===== src/rtl/temporizador_antirrebote.sv =====
// Retriggerable debounce window timer: a rising edge on actCuenta opens a
// T_MS x CICLOS_MS cycle window; expiry yields a one-cycle t300ms pulse.
module temporizador_antirrebote #(
  parameter int CICLOS_MS = 50000,
  parameter int T_MS      = 300,
  parameter int PRE_W     = 16,
  parameter int MS_W      = 9
) (
  input  logic       Clk,
  input  logic       Rst_n,
  input  logic       actCuenta,
  input  logic       cancelar,
  output logic       t300ms,
  output logic       ocupado,
  output logic [7:0] reinicios
);

  // One-hot so each output is a direct copy of a state flop (glitch-free).
  typedef enum logic [2:0] {
    IDLE     = 3'b001,
    CONTANDO = 3'b010,
    FIN      = 3'b100
  } state_t;

  localparam logic [PRE_W-1:0] PRE_MAX = PRE_W'(CICLOS_MS - 1);
  localparam logic [MS_W-1:0]  MS_MAX  = MS_W'(T_MS - 1);

  state_t            state;
  state_t            state_nx;
  logic              act_q;
  logic              start;
  logic              tick;
  logic              expira;
  logic [PRE_W-1:0]  pre_cnt;
  logic [MS_W-1:0]   ms_cnt;

  assign start  = actCuenta & ~act_q;
  assign tick   = (state == CONTANDO) && (pre_cnt == PRE_MAX);
  assign expira = tick && (ms_cnt == MS_MAX);

  // NOTE: clocked state uses non-blocking assignments so every flop samples
  // pre-edge values, independent of process evaluation order.
  always_ff @(posedge Clk or negedge Rst_n) begin
    if (!Rst_n) act_q <= 1'b0;
    else        act_q <= actCuenta;
  end

  always_ff @(posedge Clk or negedge Rst_n) begin
    if (!Rst_n) state <= IDLE;
    else        state <= state_nx;
  end

  // NOTE: state_nx gets a default before the case so no path leaves it
  // unassigned, which would otherwise infer a latch.
  always_comb begin
    state_nx = state;
    if (cancelar) begin
      state_nx = IDLE;
    end else begin
      unique case (state)
        IDLE:     if (start) state_nx = CONTANDO;
        CONTANDO: begin
          if (start)       state_nx = CONTANDO;
          else if (expira) state_nx = FIN;
        end
        FIN:      state_nx = start ? CONTANDO : IDLE;
        default:  state_nx = IDLE;
      endcase
    end
  end

  // Counters only run while staying in CONTANDO without a retrigger; any
  // other transition (start, expiry, abort, idle) leaves them at zero.
  always_ff @(posedge Clk or negedge Rst_n) begin
    if (!Rst_n) begin
      pre_cnt <= '0;
      ms_cnt  <= '0;
    end else if (state_nx != CONTANDO || start) begin
      pre_cnt <= '0;
      ms_cnt  <= '0;
    end else if (tick) begin
      pre_cnt <= '0;
      ms_cnt  <= ms_cnt + 1'b1;
    end else begin
      pre_cnt <= pre_cnt + 1'b1;
    end
  end

  // A start inside a running window is a retrigger; elsewhere it is fresh.
  always_ff @(posedge Clk or negedge Rst_n) begin
    if (!Rst_n) begin
      reinicios <= 8'd0;
    end else if (!cancelar && start) begin
      if (state == CONTANDO) begin
        if (reinicios != 8'hFF) reinicios <= reinicios + 8'd1;
      end else begin
        reinicios <= 8'd0;
      end
    end
  end

  always_comb begin
    ocupado = state[1];
    t300ms  = state[2];
  end

endmodule


===== config.mk =====
export PLATFORM = sky130hd
export DESIGN_NAME = temporizador_antirrebote
export DESIGN_NICKNAME = d
export VERILOG_FILES = /design/src/rtl/temporizador_antirrebote.sv
export SDC_FILE = /design/constraint.sdc
export NUM_CORES = 1
export LEC_CHECK = 0
export ABC_AREA = 0
export BUFFER_PORTS_ARGS = -buffer_cell sky130_fd_sc_hd__buf_2
export CAP_MARGIN = 20
export CORE_ASPECT_RATIO = 1.75
export CORE_UTILIZATION = 50
export DETAILED_ROUTE_END_ITERATION = 10
export PLACE_DENSITY = 0.65
export SYNTH_ARGS = -nofsm -noshare
export SYNTH_HDL_FRONTEND = slang
export SYNTH_SLANG_ARGS = --single-unit

===== constraint.sdc =====
create_clock -name Clk -period 2.54 [get_ports Clk]
set_input_delay 0.127 -clock Clk [delete_from_list [all_inputs] [get_ports Clk]]
set_output_delay 0.127 -clock Clk [all_outputs]
set_load 0.05 [all_outputs]

==> summary.txt, run 1 <==
Min path
  • Hold path cells: 2
  • Worst Hold Class: in2reg

Logic synthesis
  • Synth top area cells: dfrtp_1, nor2_1, nand2_1
  • Top FF cell, synth: dfrtp_1
  • Syn. warnings: 0
  • Number of flops mapped to enable cells by yosys: 0
  • Mean Syn Cell Area: 9.31 um2
  • Ys async rst share: 100%
  • Top-area cell type share of the netlist area: 47.7%
  • Mapped Cells: 203
  • Seq cells post-synth: 37
  • Synth area leader: dfrtp_1
  • Unique masters post-synth: 41
  • Share of the yosys chip area belonging to registers: 49.1%
  • Post-Syn Area: 1890 um2
  • Syn Nets: 210

Worst setup path
  • Worst setup SP type: flip-flop
  • Critical path type: reg2reg
  • Critical-path maximum fanout: 7
  • Reg2Reg Setup Slack: 0.43 ns
  • Worst r2r dst: reinicios[7]
  • Crit. Startpoint: state[2]
  • CP Capture Point: reinicios[7]
  • CP arrival: 2.29 ns
  • Worst r2r path cells: 6
  • Setup crit end kind: flip-flop
  • Req. time, crit path: 2.72 ns
  • Crit Reg-Reg Startpoint: state[2]

Pwr
  • Clock power frac: 39.9%
  • Final Power: 1.05 mW
  • Pwr/cell area: 496 nW/um2
  • Logic pwr share: 3.5%
  • Worst vdd ir: 0.000559 V
  • Sw Pwr: 226 uW
  • Cell internal pwr: 824 uW
  • Switching share of total power: 21.5%
  • Sequential Power Share: 56.6%
  • Leakage: 0.878 nW

Status
  • Status: complete, no violations

Cells and area
  • Most frequent cells in the layout: dfrtp_1, nor2_1, nand2_1, nand3_1, buf_2
  • Area growth, synth to finish: 12.2%
  • Fraction of layout cells with a size suffix above 1: 12.9%
  • Final #Nets: 230
  • Antenna fix cells: 0
  • Commonest non-fill, non-tap cell in the layout: dfrtp_1
  • Fillers: 330

Timing
  • Fin. Hold Viols: 0
  • Max Clock Freq: 474 MHz
  • RSZ-0062 raised after global routing: false
  • Rel. slew slack: 45.7%
  • Crit path time final: 2.11 ns
  • Clk_skew: 0.00702 ns
  • Final period util: 83.0%
  • Worst-Margin Slew: 0.814 ns
  • Setup TNS Final: 0 ns
  • Slew Limit Fails: 0
  • Worst Slack Setup Final: 0.431 ns
  • Final setup fails: 0

Drt
  • Drt drc: 0
  • Wire length per cell: 15.4 um
  • DRT Wirelength: 4150 um
  • Antenna viol nets, final: 0
  • Detailed Routing Iterations Pass 1: 4
  • Via count: 1,566
  • Via/cell ratio: 5.80
  • Starting DRT DRC Count: 28

Clock network
  • TritonCTS clock tree: yes
  • CTS sink cnt: 37
  • Clk_lat worst skew: 0.29 ns
  • Worst-path clk slew: 0.07 ns
  • Total CTS buffers: 5
  • Clock buffer depth: 2
  • Root buf cell: clkbuf_8
  • Post-CTS Repair Setup Buffers: 0
  • H-tree Lvls: 2

Global route
  • Vias in the first global route: 1,608
  • Largest net degree at the start of global routing: 38
  • Initial antenna violation count: 0
  • First-pass GRT wire length: 6980 um
  • Grt ovf: 0
  • Gr usage total: 22.8%

Run
  • MaxCap Viol Count: 0

Placed design
  • Port Buffers: 13
  • Pre-CTS WS: 0.471 ns
  • Placer congestion estimate: 0.812
  • HPWL reported at the end of detailed placement: 3060 um

Die
  • Die Ht: 83.3 um
  • IO Count: 14
  • Chip Width: 48.5 um
  • Total die area: 4040 um2
  • Rows: 29
  • Starting density of the core: 52.1%
  • Core area: 3630 um2
critical path: stages (launching register included):
cell and delay, ns:
dfrtp_1 0.43, or3b_1 0.51, o41ai_1 0.57, buf_4 0.22
nor4_1 0.06, xnor2_1 0.15, nor2_1 0.06
final cells by class:
class	count	area, um2	share of cell area (%)
sequential	37	927	43.7
clock buffer	8	90.1	4.25
inverter	2	7.51	0.354
multi-input combinational	158	922	43.5
tap	46	57.6	2.72
timing repair buffer	19	115	5.43
Yosys cell counts (all sizes together) (3+ instances only):
| master | instances |
|---|---|
| or4 | 3 |
| nor2 | 29 |
| dfrtp | 36 |
| clkbuf | 3 |
| nand3 | 14 |
| o21ai | 11 |
| nand4 | 6 |
| nor3 | 7 |
| nor2b | 4 |
| xnor2 | 9 |
| and3 | 4 |
| ha | 3 |
| nand2 | 25 |
| a21oi | 10 |
| xor2 | 7 |
| buf | 3 |
logic make-up after synthesis:
group | share of synthesized area, %
buffers and inverters | 2.12
and+or+nand+nor | 29.9
DFF | 49.1
AOI/OAI and AO/OA | 9.54
adders and majority gates | 1.99
xor gates and xnor gates | 7.42
stage by stage:
stage / util [%] / hold WS (ns) / instances / instance area, um2
global placement: 55.4 / 0.255 / 260 / 2010
CTS: 58.4 / 0.0641 / 270 / 2120
finish: 58.4 / 0.0642 / 270 / 2120
global route: 58.4 / 0.0767 / 270 / 2120
floorplan: - / -0.169 / 203 / 1890
detailed placement: 55.4 / 0.263 / 260 / 2010
per-layer routing:
layer,vias to the layer above,GRT usage (%),routed length (um)
met3,5,4.03,82
met2,20,47.0,2480
met5,-,0,0
met4,0,9.89,69
met1,788,20.3,1520
li1,753,-,-
flip-flops by register name, summed over array words and instances (netlist names):
signal	count
act_q	1
state	3
ms_cnt	9
pre_cnt	16
reinicios	8
how the worst min path moves through the flow:
stage          startpoint            to  slack (ns)
6_report         cancelar      state[1]        0.06
4_1_cts          cancelar      state[1]        0.06
3_3_place_gp        Rst_n         act_q        0.26
5_1_grt          cancelar      state[1]        0.08
3_5_place_dp        Rst_n  reinicios[1]        0.26
2_1_floorplan       Rst_n         act_q       -0.17
power by group through the flow:
stage,logic [mW],registers (mW),clock network [mW]
after floorplan,0.0121,0.608,0
after detailed placement,0.0356,0.606,0
after global placement,0.0350,0.605,0
final,0.0372,0.594,0.419
after global routing,0.0419,0.594,0.454
after CTS,0.0383,0.594,0.429
repair_timing:
action	CTS	global route
hold endpoints to repair	37	0
resized for setup	0	0
hold buffers	2	0
Note: power is estimated with default switching activity, not from simulation.
==> inputs of run 2 (changes only) <==
==> constraint.sdc (replaced) <==
create_clock -name Clk -period 2.1 [get_ports Clk]
set_input_delay 0.105 -clock Clk [delete_from_list [all_inputs] [get_ports Clk]]
set_output_delay 0.105 -clock Clk [all_outputs]
set_load 0.05 [all_outputs]
==> run 2 against run 1 <==
  * First-iteration DRC count increased by 32%
  * Combinational power increased by 18%
  * Via count increased by 0.13%
  * Critical path depth decreased by 2
  * Sequential share of layout area increased by 0.12 points
  * Largest power group unchanged
  * Clock-buffer cell count unchanged
  * Non-clock buffer count increased by 1
  * Final cell count increased by 0.37%
  * Wire length decreased by 2.1%
  * Total power increased by 17%
  * Utilization unchanged
  * Critical endpoint is now ms_cnt[8]
  * Die area unchanged
==> summary.txt, run 2 (synthesized netlist as in run 1, its figures left out) <==
Status
  • Status: complete, no violations

Global route
  • Initial antenna violation count: 0 (unchanged)
  • Largest net degree at the start of global routing: 38 (unchanged)
  • Gr usage total: 22.7% (-0.087 points)
  • Grt ovf: 0 (unchanged)
  • Vias in the first global route: 1,599 (-0.56%)
  • First-pass GRT wire length: 7020 um (+0.70%)

Timing
  • Final period util: 93.8% (+11 points)
  • Slew Limit Fails: 0 (unchanged)
  • Worst Slack Setup Final: 0.130 ns (-0.301 ns)
  • Worst-Margin Slew: 0.814 ns (+0.000364 ns)
  • RSZ-0062 raised after global routing: false
  • Max Clock Freq: 508 MHz (+7.0%)
  • Final setup fails: 0 (unchanged)
  • Rel. slew slack: 45.7% (about the same)
  • Setup TNS Final: 0 ns (unchanged)
  • Crit path time final: 1.97 ns (-0.139 ns)
  • Clk_skew: 0.00720 ns (+0.000174 ns)
  • Fin. Hold Viols: 0 (unchanged)

Cells and area
  • Biggest regs: pre_cnt: 16 flops, ms_cnt: 9 flops, reinicios: 8 flops
  • Largest Register: pre_cnt
  • Max reg flops: 16 (unchanged)
  • Fillers: 335 (+1.5%)
  • Area growth, synth to finish: 12.2% (unchanged)
  • Final #Nets: 231 (+0.43%)
  • Most frequent cells in the layout: dfrtp_1, nor2_1, nand2_1, nand3_1, buf_2
  • Commonest non-fill, non-tap cell in the layout: dfrtp_1
  • Antenna fix cells: 0 (unchanged)
  • Register area: 930 um2 (+0.27%)
  • Fraction of layout cells with a size suffix above 1: 13.8% (+0.83 points)
  • Area of the multi-input gates: 922 um2 (unchanged)

Worst setup path
  • Worst setup SP type: flip-flop
  • Cell Chain, Critical Path: or3b_1, or3_4, or4_1, o21ai_0
  • Slowest cell on crit path: or4_1
  • Crit-path max cell delay: 0.48 ns (-0.09 ns)
  • CP arrival: 2.18 ns (-0.11 ns)
  • Req. time, crit path: 2.31 ns (-0.41 ns)
  • Critical path type: reg2reg
  • Critical-path maximum fanout: 11 (+4)
  • Setup crit end kind: flip-flop
  • Largest delay share family, worst path: simple AND/OR/NAND/NOR gates
  • Worst path buffer plus inverter count: 0 (-1)

Pwr
  • Pwr/cell area: 581 nW/um2 (+17%)
  • Final Power: 1.23 mW (+17%)
  • Leakage: 0.874 nW (-0.45%)
  • Worst vdd ir: 0.000538 V (-3.7%)

Clock network
  • Root buf cell: clkbuf_8
  • Worst-path clk slew: 0.07 ns (about the same)
  • Post-CTS Repair Setup Buffers: 0 (unchanged)
  • Total CTS buffers: 5 (unchanged)
  • H-tree Lvls: 2 (unchanged)
  • Clk_lat worst skew: 0.28 ns (about the same)
  • Clock buffer depth: 2 (unchanged)
  • Post_cts resized: 0 (unchanged)
  • CTS sink cnt: 37 (unchanged)
  • TritonCTS clock tree: yes

Drt
  • Antenna viol nets, final: 0 (unchanged)
  • Wire length per cell: 15.0 um (-2.5%)
  • Detailed Routing Iterations Pass 1: 4 (unchanged)
  • DRT Wirelength: 4060 um (-2.1%)
  • Starting DRT DRC Count: 37 (+32%)
  • Via/cell ratio: 5.79 (-0.24%)
  • Drt drc: 0 (unchanged)
  • Via count: 1,568 (+0.13%)

Die
  • Total die area: 4040 um2 (unchanged)
  • Starting density of the core: 52.1% (unchanged)
  • Rows: 29 (unchanged)
  • Chip Width: 48.5 um (unchanged)
  • Core area: 3630 um2 (unchanged)
  • IO Count: 14 (unchanged)
  • Die Ht: 83.3 um (unchanged)

Run
  • MaxCap Viol Count: 0 (unchanged)

Min path
  • Worst Hold Class: in2reg

Placed design
  • HPWL reported at the end of detailed placement: 3010 um (-1.7%)
  • Pre-CTS WS: 0.139 ns (-0.332 ns)
  • Port Buffers: 13 (unchanged)
  • Placer congestion estimate: 0.754 (-7.1%)
## run 2: changes by cell type in the layout (fill, tap and decap cells not counted), sizes merged
cell  delta
buf      +1
## run 2: power breakdown
part           total, mW  leakage (nW)  switching [mW]  internal, mW
Clock              0.468        0.0395           0.232         0.236
Combinational     0.0440         0.327          0.0314        0.0126
Sequential         0.719         0.508         0.00246         0.716
## run 2: repair_timing
action / in CTS / in global routing
hold endpoints to repair: 37 / 0
hold buffers: 2 / 0
setup endpoints to repair: 0 / 0
## run 2: metal layers
layer	up-vias	GRT usage [%]	wire length, um
li1	754	-	-
met1	759	20.6	1510
met2	47	46.1	2320
met3	8	4.03	136
met4	0	10.4	95
met5	-	0	0
## run 2: final timing paths
check	end	depth (start not counted)	slack [ns]	start
max reg2reg	ms_cnt[8]	4	0.13	state[2]
min	state[1]	2	0.04	cancelar
max	ms_cnt[8]	4	0.13	state[2]
min reg2reg	pre_cnt[0]	1	0.48	pre_cnt[0]
max in group asynchronous	state[2]	2	1.08	Rst_n
min in group asynchronous	act_q	2	0.44	Rst_n
## run 2: through the flow
step                      instances  utilization (%)  cell area (um2)  hold WS (ns)
after floorplan                 203                -             1890        -0.191
after global placement          261             55.7             2020         0.233
after detailed placement        261             55.7             2020         0.236
after CTS                       271             58.4             2120        0.0287
after global routing            271             58.4             2120        0.0467
final                           271             58.4             2120        0.0364
## run 2: layout make-up
cell class              instances  area share, %
well taps                      46           2.72
flip-flops and latches         37           43.9
repair buffers                 20           5.79
multi-input cells             158           43.5
inverters                       2          0.354
clock buffers                   8           3.78
